`config.mk`:
```
export PLATFORM = sky130hd
export DESIGN_NAME = segment_char_decoder
export DESIGN_NICKNAME = d
export VERILOG_FILES = /design/src/rtl/segment_char_decoder.sv
export SDC_FILE = /design/constraint.sdc
export NUM_CORES = 1
export LEC_CHECK = 0
export CAP_MARGIN = 20
export CORE_MARGIN = 2
export CORE_UTILIZATION = 55
export CTS_CLUSTER_SIZE = 28
export DETAILED_ROUTE_END_ITERATION = 10
export PLACE_DENSITY = 0.8
export RECOVER_POWER = 50
export SETUP_SLACK_MARGIN = 0.02
export SKIP_CTS_REPAIR_TIMING = 1
export SLEW_MARGIN = 20
export SYNTH_ARGS = -nofsm -noshare
export SYNTH_HDL_FRONTEND = slang
export SYNTH_SLANG_ARGS = --single-unit
```
`constraint.sdc`:
```
create_clock -name i_Clk -period 3.99 [get_ports i_Clk]
set_input_delay 0.5985 -clock i_Clk [delete_from_list [all_inputs] [get_ports i_Clk]]
set_output_delay 0.5985 -clock i_Clk [all_outputs]
set_load 0.05 [all_outputs]
```
`src/rtl/segment_char_decoder.sv`:
```
`default_nettype none
// ============================================================================
// Module   : segment_char_decoder
// Brief    : Debounces a raw 7-segment pattern and decodes it to ASCII,
//            emitting each new stable pattern once on a valid/ready port.
// Revision : 1.0 - initial release
// ============================================================================
module segment_char_decoder #(
    parameter int STABLE_CYCLES = 4,
    parameter bit ACTIVE_LOW    = 1'b1
) (
    input  logic       i_Clk,
    input  logic       i_Reset,
    input  logic [6:0] i_Segments,
    output logic [7:0] o_Char,
    output logic       o_Unknown,
    output logic       o_Valid,
    input  logic       i_Ready
);

    localparam logic [1:0] c_SETTLE = 2'd0;
    localparam logic [1:0] c_EMIT   = 2'd1;
    localparam logic [1:0] c_HOLD   = 2'd2;

    localparam logic [8:0] c_STABLE = 9'(STABLE_CYCLES);
    localparam logic [7:0] c_BLANK  = 8'h20;
    localparam logic [7:0] c_QMARK  = 8'h3F;

    logic [1:0] r_state, w_state_next;
    logic [6:0] r_seg_raw;
    logic [6:0] w_pat;
    logic [6:0] r_cand, w_cand_next;
    logic [7:0] r_cnt, w_cnt_next;
    logic [6:0] r_last, w_last_next;
    logic       r_have_last, w_have_last_next;
    logic [7:0] r_char, w_char_next;
    logic       r_unknown, w_unknown_next;
    logic       r_valid, w_valid_next;
    logic [8:0] w_cnt_inc;
    logic       w_stable;
    logic [7:0] w_dec_char;

    function automatic logic [7:0] f_decode(input logic [6:0] p);
        logic [7:0] c;
        case (p)
            7'b1111110: c = 8'h30;
            7'b0110000: c = 8'h31;
            7'b1101101: c = 8'h32;
            7'b1111001: c = 8'h33;
            7'b0110011: c = 8'h34;
            7'b1011011: c = 8'h35;
            7'b1011111: c = 8'h36;
            7'b1110000: c = 8'h37;
            7'b1111111: c = 8'h38;
            7'b1111011: c = 8'h39;
            7'b1110111: c = 8'h41;
            7'b0011111: c = 8'h62;
            7'b1001110: c = 8'h43;
            7'b0111101: c = 8'h64;
            7'b1001111: c = 8'h45;
            7'b1000111: c = 8'h46;
            7'b0110111: c = 8'h48;
            7'b0001110: c = 8'h4C;
            7'b0010101: c = 8'h6E;
            7'b0011101: c = 8'h6F;
            7'b1100111: c = 8'h50;
            7'b0000101: c = 8'h72;
            7'b0001111: c = 8'h74;
            7'b0111110: c = 8'h55;
            7'b0000001: c = 8'h2D;
            7'b0000000: c = 8'h20;
            default:    c = 8'h3F;
        endcase
        return c;
    endfunction

    // Pure input pipeline stage; left out of reset so a pattern held across
    // reset is visible on the first cycle after release.
    always_ff @(posedge i_Clk) begin
        r_seg_raw <= i_Segments;
    end

    assign w_pat      = ACTIVE_LOW ? ~r_seg_raw : r_seg_raw;
    assign w_cnt_inc  = {1'b0, r_cnt} + 9'd1;
    assign w_stable   = (w_cnt_inc >= c_STABLE);
    assign w_dec_char = f_decode(r_cand);

    always_ff @(posedge i_Clk) begin
        if (i_Reset) begin
            r_state     <= c_SETTLE;
            r_cand      <= 7'd0;
            r_cnt       <= 8'd0;
            r_last      <= 7'd0;
            r_have_last <= 1'b0;
            r_char      <= c_BLANK;
            r_unknown   <= 1'b0;
            r_valid     <= 1'b0;
        end else begin
            r_state     <= w_state_next;
            r_cand      <= w_cand_next;
            r_cnt       <= w_cnt_next;
            r_last      <= w_last_next;
            r_have_last <= w_have_last_next;
            r_char      <= w_char_next;
            r_unknown   <= w_unknown_next;
            r_valid     <= w_valid_next;
        end
    end

    always_comb begin
        w_state_next     = r_state;
        w_cand_next      = r_cand;
        w_cnt_next       = r_cnt;
        w_last_next      = r_last;
        w_have_last_next = r_have_last;
        w_char_next      = r_char;
        w_unknown_next   = r_unknown;
        w_valid_next     = r_valid;

        case (r_state)
            c_SETTLE: begin
                if (w_pat != r_cand) begin
                    w_cand_next = w_pat;
                    w_cnt_next  = 8'd0;
                end else begin
                    w_cnt_next = w_stable ? c_STABLE[7:0] : w_cnt_inc[7:0];
                    if (w_stable) begin
                        // A pattern that merely returns to the last emitted one is swallowed.
                        if (r_have_last && (r_cand == r_last)) begin
                            w_state_next = c_HOLD;
                        end else begin
                            w_char_next    = w_dec_char;
                            w_unknown_next = (w_dec_char == c_QMARK);
                            w_valid_next   = 1'b1;
                            w_state_next   = c_EMIT;
                        end
                    end
                end
            end
            c_EMIT: begin
                if (i_Ready) begin
                    w_valid_next     = 1'b0;
                    w_last_next      = r_cand;
                    w_have_last_next = 1'b1;
                    w_state_next     = c_HOLD;
                end
            end
            c_HOLD: begin
                if (w_pat != r_last) begin
                    w_cand_next  = w_pat;
                    w_cnt_next   = 8'd0;
                    w_state_next = c_SETTLE;
                end
            end
            default: begin
                w_state_next = c_SETTLE;
            end
        endcase
    end

    assign o_Char    = r_char;
    assign o_Unknown = r_unknown;
    assign o_Valid   = r_valid;

endmodule
`default_nettype wire

```
==> metrics.md, run 1 <==
| Metric | Value |
|---|---|
| Area leader, netlist | dfxtp_1 |
| Drt total wl | roughly 6000 um |
| Outcome | complete, no violations |
| Sequential fraction of the synthesis area | 0.361 |
| FP Rows | 25 |
| Largest net degree at the start of global routing | 31 |
| GP Congestion | 0.983 |
| H-tree depth | 2 |
| Fin nets | roughly 350 |
| Sw Ratio | 0.273 |
| Max-Cap Viols | 0 |
| Class of the worst hold path | reg -> reg |
| GRT Residual Overflow | 0 |
| Clock slew at reported path FFs | 0.08 ns |
| Hold Slack | approximately 0.48 ns |
| Die Span Y | 73.6 um |
| Clk pwr share | 0.322 |
| Post-synth top area share | 0.361 |
| Worst EP required | 4.18 ns |
| Mean Syn Cell Area | 8.35 um2 |
| Worst-Margin Slew | around 1.4 ns |
| Int Pwr | just under 0.0007 W |
| Asr flop ratio synth | 0 |
| Unrepaired setup endpoints after global routing | no |
| I/O pins | 20 |
| CP Class | in -> reg |
| Startpoint types | input port |
| Crit-path slowest cell | clkbuf_1 |
| Final TNS setup | 0 ns |
| Sequential Power Share | 0.545 |
| Number of synthesized flops with an enable pin | 0 |
| Top_reg_cell synth | dfxtp_1 |
| Clk Latency, worst-skew pair | approximately 0.3 ns |
| Initial core utilization | 0.568 |
| Via Count | 2375 |
| Core footprint | 4690 um2 |
| Clock buffer depth | 2 |
| Commonest cells post-synth | 48 x dfxtp_1, 36 x nor2_1, 32 x nand2_1 |
| CTS sink count | 48 |
| Worst rel slew slack | 0.0927 |
| Final period util | 0.909 |
| Top post-synthesis cells by area | dfxtp_1 36%, nor2_1 5.1%, a21oi_1 4.9%, xor2_1 4.6%, nand2_1 4.5% |
| Crit. End Element | register |
| First-pass GRT wire length | 10300 um |
| Total CTS buffers | 5 |
| Pleak | approximately 1.1 nW |
| Pwr dens | 320 nW/um2 |
| Mapped Cells | about 320 |
| WP data arrival | 3.81 ns |
| Detailed Routing Iterations Pass 1 | 5 |
| Tot Pwr | 0.000942 W |
| Peak VDD IR | ~0.17 mV |
| Ant. Diodes | 0 |
| Die ar. | roughly 5400 um2 |
| Unique masters post-synth | 62 |
| WL per Instance | 15.6 um |
| Minimum clock period after layout | 3.63 ns |
| Register bit total from synthesis | 48 |
| Max incr delay on CP | 1.04 ns |
| Antenna violations before repair | 0 |
| CP max FO | 30 |
| Critical path, cell by cell | dlygate4sd3_1 -> clkbuf_1 -> a211o_1 -> inv_1 -> nor2_1 -> a2111oi_4 -> a311o_1 |
| Synth warn | 0 |
| P_sw | 0.000257 W |
| Post-Syn Area | 2660 um2 |
| Hold Vio Cnt, Final | 0 |
| Fmax | about 280 MHz |
| Share of layout cells above drive strength 1 | 0.0785 |
| Syn-to-layout area delta | 10.5% |
| Clock root cell | clkbuf_8 |
| Initial drt markers | around 230 |
| Comb power frac | 0.133 |
| Via density | 6.17 |
| Most frequent cell after synthesis | dfxtp_1 |
| Final ANT Viol Nets | 0 |
| GRT Total Usage | 0.242 |
| Die X | 73.6 um |
| Vias in the first global route | 2122 |
| Setup Viol. Count Final | 0 |
| I/O Buffers | 18 |
| Syn Nets | 335 |
| HPWL Detailed | 4360 um |
| CTS tree | done |
| Final Max Slew Viols | 0 |
| DR DRC count | 0 |
| Final Skew | 0.00681 ns |
## state kept, by name (all words and copies together), names as in the netlist
register	cells
o_Char	7
r_last	7
w_dec_char	7
r_state	2
r_have_last	1
r_seg_raw	7
o_Valid	1
r_cnt	8
r_cand	7
o_Unknown	1
## power groups by stage
stage / Sequential, W / Clock, W / Combinational, W
6_report: 0.000513 / 0.000303 / 0.000125
5_1_grt: 0.000516 / 0.000329 / 0.000138
4_1_cts: 0.000513 / 0.000307 / 0.000125
3_5_place_dp: 0.000524 / 0 / 0.000124
3_3_place_gp: 0.000524 / 0 / 0.000126
2_1_floorplan: 0.000514 / 0 / 0.000101
## layer usage
| layer | up-vias | routed length (um) | track usage |
|---|---|---|---|
| li1 | 1158 | - | - |
| met3 | 17 | 463 | 0.0508 |
| met4 | 0 | 92 | 0.0768 |
| met5 | - | 0 | 0 |
| met1 | 1090 | 2730 | 0.354 |
| met2 | 110 | 2700 | 0.355 |
## worst max-delay path: cells and delay by family
family	cells	cell delay (ns)
buffers and inverters	3	2.03
and+or+nand+nor	1	0.28
AOI/OAI and AO/OA	3	0.90
## layout make-up
type	count	area (um2)
fillers	406	1750
clock inverters	1	7.51
flip-flops and latches	48	961
inverters	11	46.3
repair buffers	25	229
multi-input cells	239	1550
well taps	54	67.6
clock buffers	7	86.3
## cells in the final DEF (no fill, tap or decap), drive strengths merged, types with 3 or more instances in the layout
master         instances
a2111oi                5
nor2                  37
o21ai                  9
a31oi                  5
xor2                  14
mux2i                 11
a211o                  6
nand2                 32
a211oi                11
xnor2                  7
and3                   5
clkdlybuf4s50          7
dfxtp                 48
ha                     6
buf                    6
a21oi                 27
nand4                  6
nor3                   9
inv                    8
dlygate4sd3           11
clkinv                 3
clkbuf                 8
nor2b                  3
nand3                 10
## worst paths after layout
kind / start / end / slack [ns] / cells past startpoint
worst min-delay path: o_Char[5] / o_Char[5] / 0.48 / 2
worst max register to register: r_seg_raw[4] / w_dec_char[3] / 0.58 / 12
worst min register to register: o_Char[5] / o_Char[5] / 0.48 / 2
worst max-delay path: i_Reset / w_dec_char[2] / 0.36 / 7
## per-stage QoR
stage | setup slack [ns] | utilization | cell area [um2] | instances
floorplan | 0.792 | - | 2660 | 319
global placement | 0.738 | 0.608 | 2850 | 377
detailed placement | 0.649 | 0.608 | 2850 | 377
CTS | 0.614 | 0.628 | 2950 | 385
finish | 0.364 | 0.627 | 2940 | 385
global route | 0.184 | 0.627 | 2940 | 385
## logic make-up (layout without fill, tap and decap cells)
| logic type | count (synthesis) | in the layout | synth area share |
|---|---|---|---|
| muxes | 12 | 12 | 0.0456 |
| other | 1 | 1 | 0.00141 |
| and+or+nand+nor | 115 | 115 | 0.202 |
| buffers and inverters | 32 | 44 | 0.0592 |
| xor gates and xnor gates | 21 | 21 | 0.0690 |
| AOI/OAI and AO/OA | 84 | 84 | 0.234 |
| DFF | 48 | 48 | 0.361 |
| adders and majority gates | 6 | 6 | 0.0282 |
No activity file was read; power rests on OpenSTA's default activity.
==> run 2: changes to the inputs <==
--- a/config.mk
+++ b/config.mk
@@ -6,11 +6,10 @@
 export NUM_CORES = 1
 export LEC_CHECK = 0
 export CAP_MARGIN = 20
-export CORE_MARGIN = 2
-export CORE_UTILIZATION = 55
+export CORE_UTILIZATION = 46
 export CTS_CLUSTER_SIZE = 28
 export DETAILED_ROUTE_END_ITERATION = 10
-export PLACE_DENSITY = 0.8
+export PLACE_DENSITY = 0.69
 export RECOVER_POWER = 50
 export SETUP_SLACK_MARGIN = 0.02
 export SKIP_CTS_REPAIR_TIMING = 1
==> run 2 against run 1 <==
Compared with the run above: cell count increased by 5.7%; clock skew about the same; clock-buffer cell count decreased by 1; sequential share of layout area decreased by 0.80 points; die area increased by 13%; register-to-register slack got worse by 0.20 ns; wire length increased by 5.2%; first-iteration DRC count decreased by 24%; largest power group unchanged.
==> metrics.md, run 2 (same netlist as run 1, synthesis figures left out) <==
| Metric | Value |
|---|---|
| Setup Viol. Count Final | 0 |
| Fin nets | 350 |
| Class of the worst hold path | reg -> reg |
| Largest register FFs | 8 |
| Initial drt markers | 177 |
| Worst Hold End | r_cnt[5] |
| Critical path, cell by cell | xor2_1 -> nand4_1 -> o21bai_2 -> a21oi_4 -> nor2_1 -> a211oi_1 -> inv_1 -> ha_1 -> or3b_1 -> a21oi_1 -> nor3_1 -> a2111oi_2 -> a211oi_2 |
| Vias in the first global route | 2177 |
| Die ar. | ~6000 um2 |
| Die Span Y | 78.1 um |
| GRT Total Usage | 0.222 |
| WP buf/inv | 1 |
| Worst slack at placement | 0.371 ns |
| Minimum clock period after layout | 3.61 ns |
| Sequential Power Share | 0.518 |
| HPWL Detailed | 4620 um |
| Final ANT Viol Nets | 0 |
| First-pass GRT wire length | 10600 um |
| Syn-to-layout area delta | 13.2% |
| Startpoint types | register |
| Tot Pwr | 0.000987 W |
| H-tree depth | 2 |
| Int Pwr | 0.000733 W |
| Top reg by flops | r_cnt |
| CTS tree | done |
| Via Count | 2355 |
| Min-delay src | r_cnt[5] |
| Hold Vio Cnt, Final | 0 |
| Clk pwr share | 0.349 |
| GP Congestion | 0.948 |
| P_sw | 0.000254 W |
| Crit path max-delay family | compound AO/OA/AOI/OAI gates |
| Share of layout cells above drive strength 1 | 0.0896 |
| Reg2Reg Setup Slack | 0.38 ns |
| GRT Residual Overflow | 0 |
| Core footprint | roughly 5500 um2 |
| Pwr dens | 327 nW/um2 |
| DR DRC count | 0 |
| Largest net degree at the start of global routing | 20 |
| Via density | 5.79 |
| Final Max Slew Viols | 0 |
| WL per Instance | 15.5 um |
| Clk Latency, worst-skew pair | 0.30 ns |
| RR Endpoint | w_dec_char[3] |
| CTS sink count | 48 |
| CP Class | reg -> reg |
| Final period util | 0.906 |
| FP Rows | 27 |
| Initial core utilization | 0.481 |
| Antenna violations before repair | 0 |
| Final Skew | between 0.007 and 0.008 ns |
| Pleak | 1.17 nW |
| Clock buffer depth | 2 |
| Worst EP required | between 4 and 5 ns |
| Final TNS setup | 0 ns |
| WP data arrival | 3.79 ns |
| Outcome | complete, no violations |
| Clock slew at reported path FFs | roughly 0.09 ns |
| Max-Cap Viols | 0 |
| Worst R2R Path Depth | 13 |
| I/O pins | 20 |
| Number of stages on the worst setup path | 13 |
| Detailed Routing Iterations Pass 1 | 5 |
| Ant. Diodes | 0 |
| Layout filler cell count | 530 |
| WHS Path Cells | 1 |
| CP max FO | 14 |
| Max incr delay on CP | 0.48 ns |
| Clock root cell | clkbuf_8 |
| Total CTS buffers | 5 |
| Crit-path slowest cell | dfxtp_1 |
| Comb power frac | 0.134 |
| Most common cell after layout, fill and taps aside | dfxtp_1 |
| Unrepaired setup endpoints after global routing | no |
| RR Startpoint | r_seg_raw[4] |
| Die X | 78.1 um |
| Hold Slack | 0.487 ns |
| Worst rel slew slack | 0.367 |
| Most frequent cells in the layout | 48 x dfxtp_1, 36 x nor2_1, 32 x nand2_1 |
| Drt total wl | approximately 6300 um |
| Peak VDD IR | about 0.17 mV |
| Crit. End Element | register |
| I/O Buffers | 18 |
| Sw Ratio | 0.258 |
| Final WS setup | 0.376 ns |
| Worst-Margin Slew | 0.946 ns |
| Fmax | ~280 MHz |
==> run 2: worst reg2reg max path, stage by stage (launching register included) <==
cell       delay [ns]
dfxtp_1          0.48
xor2_1           0.19
nand4_1          0.18
o21bai_2         0.38
a21oi_4          0.14
nor2_1           0.18
a211oi_1         0.09
inv_1            0.15
ha_1             0.32
or3b_1           0.45
a21oi_1          0.34
nor3_1           0.10
a2111oi_2        0.38
a211oi_2         0.12
==> run 2: final cells by class <==
class / count / area (um2) / area share
Multi-Input combinational cell: 239 / 1550 / 0.515
Sequential cell: 48 / 961 / 0.319
Timing Repair Buffer: 29 / 259 / 0.0859
Tap cell: 72 / 90.1 / 0.0299
Clock buffer: 6 / 72.6 / 0.0241
Inverter: 11 / 46.3 / 0.0153
Clock inverter: 2 / 35.0 / 0.0116
==> run 2: how the worst max path moves through the flow <==
stage                      start  slack (ns)            end
finish              r_seg_raw[4]        0.38  w_dec_char[3]
global route        r_seg_raw[3]         0.1  w_dec_char[3]
CTS                 r_seg_raw[4]        0.31  w_dec_char[3]
detailed placement  r_seg_raw[4]        0.37  w_dec_char[3]
global placement    r_seg_raw[4]        0.34  w_dec_char[3]
floorplan           r_seg_raw[1]        0.79  w_dec_char[3]
==> run 2: layer usage <==
layer,vias up,global-route usage,share of wire
met5,-,0,0
met4,0,0.0889,0.023
met3,17,0.0419,0.065
met2,102,0.349,0.44
met1,1071,0.300,0.47
li1,1165,-,-
==> run 2: metrics by stage <==
step | instances | utilization | area, um2
floorplan | 319 | - | 2660
CTS | 407 | 0.544 | 3010
global route | 407 | 0.544 | 3020
finish | 407 | 0.544 | 3020
global placement | 399 | 0.524 | 2910
detailed placement | 399 | 0.524 | 2910
==> run 2: power by group through the flow <==
stage                     clock, W  sequential (W)  combinational (W)
after floorplan                  0        0.000514           0.000101
after detailed placement         0        0.000522           0.000131
after global routing      0.000378        0.000513           0.000144
after global placement           0        0.000521           0.000132
final                     0.000344        0.000511           0.000132
after CTS                 0.000352        0.000511           0.000132
==> run 3: changes to the inputs <==
--- a/config.mk
+++ b/config.mk
@@ -6,10 +6,10 @@
 export NUM_CORES = 1
 export LEC_CHECK = 0
 export CAP_MARGIN = 20
-export CORE_UTILIZATION = 46
+export CORE_UTILIZATION = 58
 export CTS_CLUSTER_SIZE = 28
 export DETAILED_ROUTE_END_ITERATION = 10
-export PLACE_DENSITY = 0.69
+export PLACE_DENSITY = 0.83
 export RECOVER_POWER = 50
 export SETUP_SLACK_MARGIN = 0.02
 export SKIP_CTS_REPAIR_TIMING = 1
==> run 3 against run 2 <==
Compared with the run above: cell area fell by 1.8%; sequential power about the same; die area fell by 20%; clock-buffer cell count up 1; worst hold slack lost 0.0017 ns; worst setup slack worse by 0.015 ns; cell count shrank 5.2%; sequential cell count stayed put; fmax decreased by 0.41%; register-to-register slack hardly changed; utilization rose by 13 points; first-iteration DRC count up 17%.
==> metrics.md, run 3 (same netlist as run 1, synthesis figures left out) <==
| Metric | Value |
|---|---|
| Outcome | complete, no violations |
| Clock buffer depth | 2 |
| Fmax | ~280 MHz |
| H-tree depth | 2 |
| Final period util | 0.909 |
| Max-Cap Viols | 0 |
| Final ANT Viol Nets | 0 |
| Drt total wl | ~6500 um |
| Minimum clock period after layout | 3.63 ns |
| Most frequent cells in the layout | 48 x dfxtp_1, 36 x nor2_1, 32 x nand2_1 |
| Finished Layout Cells | between 300 and 400 |
| Via density | 6.30 |
| Clock root cell | clkbuf_8 |
| Most common cell after layout, fill and taps aside | dfxtp_1 |
| Worst Hold End | r_cnt[3] |
| Vias in the first global route | 2256 |
| GP Congestion | 1.02 |
| First-pass GRT wire length | 10800 um |
| Initial core utilization | 0.608 |
| CTS sink count | 48 |
| Final TNS setup | 0 ns |
| Pwr dens | 319 nW/um2 |
| Crit-path slowest cell | clkbuf_1 |
| Ant. Diodes | 0 |
| GRT Residual Overflow | 0 |
| Fin nets | 349 |
| Die ar. | ~4900 um2 |
| Setup Viol. Count Final | 0 |
| Detailed Routing Iterations Pass 1 | 6 |
| Die X | 69.8 um |
| Clk Latency, worst-skew pair | 0.30 ns |
| Top reg by flops | r_cnt |
| WP data arrival | 3.87 ns |
| CTS tree | done |
| WL per Instance | around 17 um |
| Largest net degree at the start of global routing | 28 |
| Total CTS buffers | 5 |
| Core footprint | ~4400 um2 |
| Dpl cell area | 2870 um2 |
| Via Count | 2432 |
| DR DRC count | 0 |
| HPWL Detailed | approximately 4700 um |
| Min-delay src | r_cnt[3] |
| Hold Vio Cnt, Final | 0 |
| Max incr delay on CP | between 0.9 and 1 ns |
| Die Span Y | 69.8 um |
| Syn-to-layout area delta | 11.2% |
| Final Max Slew Viols | 0 |
| WHS Path Cells | 1 |
| Layout filler cell count | roughly 380 |
| Largest register FFs | 8 |
| Critical path, cell by cell | dlygate4sd3_1 -> clkbuf_1 -> nor3_1 -> mux2i_1 -> nor2_2 -> o211a_1 -> a2111oi_4 -> a311o_1 |
| Share of layout cells above drive strength 1 | 0.0868 |
| Startpoint types | input port |
| Worst-Margin Slew | 1.22 ns |
| Final Skew | approximately 0.010 ns |
| Class of the worst hold path | reg -> reg |
| GRT Total Usage | 0.276 |
| Pleak | 1.15 nW |
| Worst EP required | between 4 and 5 ns |
| Clock slew at reported path FFs | roughly 0.09 ns |
| CP Class | in -> reg |
| Initial drt markers | 207 |
| I/O Buffers | 18 |
| RR Endpoint | w_dec_char[3] |
| RR Startpoint | r_seg_raw[0] |
| I/O pins | 20 |
| Unrepaired setup endpoints after global routing | no |
| Worst rel slew slack | 0.185 |
| Antenna violations before repair | 0 |
| FP Rows | 24 |
| CP max FO | 27 |
| DP Cell Count | 378 |
| Reg2Reg Setup Slack | 0.38 ns |
| Crit. End Element | register |
| Finished Cell Area | approximately 3000 um2 |
| Worst R2R Path Depth | 12 |
| Peak VDD IR | 0.249 mV |
==> run 3: cell types whose count changed in the layout (fill, tap and decap cells not counted) <==
cell	delta
clkbuf_8	+1
a21oi_2	+1
or2_0	-1
clkinv_2	-1
clkinvlp_4	+1
bufinv_16	-1
or2_1	+1
a21oi_4	-1
buf_4	-1
==> run 3: where the power goes <==
part / internal (W) / switching, W / total [W]
registers: 0.000494 / 0.0000177 / 0.000512
logic: 0.0000523 / 0.0000823 / 0.000135
clock network: 0.000141 / 0.000158 / 0.000299
==> run 3: critical path, delay by kind of cell <==
family / cells / cell delay (ns)
AOI/OAI and AO/OA: 3 / 0.82
muxes: 1 / 0.53
buffers and inverters: 2 / 1.73
and+or+nand+nor: 2 / 0.17
==> run 3: cell type report <==
class                           instances  area (um2)  area share
Timing Repair Buffer                   28         251      0.0849
Clock buffer                            7        86.3      0.0291
Sequential cell                        48         961       0.324
Multi-Input combinational cell        239        1550       0.522
Inverter                               11        46.3      0.0156
Tap cell                               52        65.1      0.0220
Clock inverter                          1        7.51     0.00253
==> run 3: layer usage <==
metal / routed length [um] / share of wire / track usage
met1: 2810 / 0.43 / 0.377
met2: 2920 / 0.45 / 0.435
met3: 604 / 0.094 / 0.0509
met4: 123 / 0.019 / 0.0956
met5: 0 / 0 / 0
==> run 3: how the worst max path moves through the flow <==
stage / slack, ns / start / end
after CTS: 0.42 / r_seg_raw[0] / w_dec_char[3]
after floorplan: 0.79 / r_seg_raw[1] / w_dec_char[3]
after global placement: 0.61 / r_seg_raw[1] / w_dec_char[3]
after global routing: 0.07 / r_seg_raw[0] / w_dec_char[3]
final: 0.36 / i_Reset / w_dec_char[2]
after detailed placement: 0.45 / r_seg_raw[4] / w_dec_char[3]
==> run 3: per-stage QoR <==
step | util | total power, W | hold slack, ns | setup WS [ns]
CTS | 0.677 | 0.000945 | 0.487 | 0.418
global route | 0.676 | 0.000982 | 0.506 | 0.0675
finish | 0.676 | 0.000945 | 0.485 | 0.362
detailed placement | 0.655 | 0.000654 | 0.469 | 0.453
global placement | 0.655 | 0.000653 | 0.456 | 0.608
floorplan | - | 0.000615 | 0.440 | 0.792
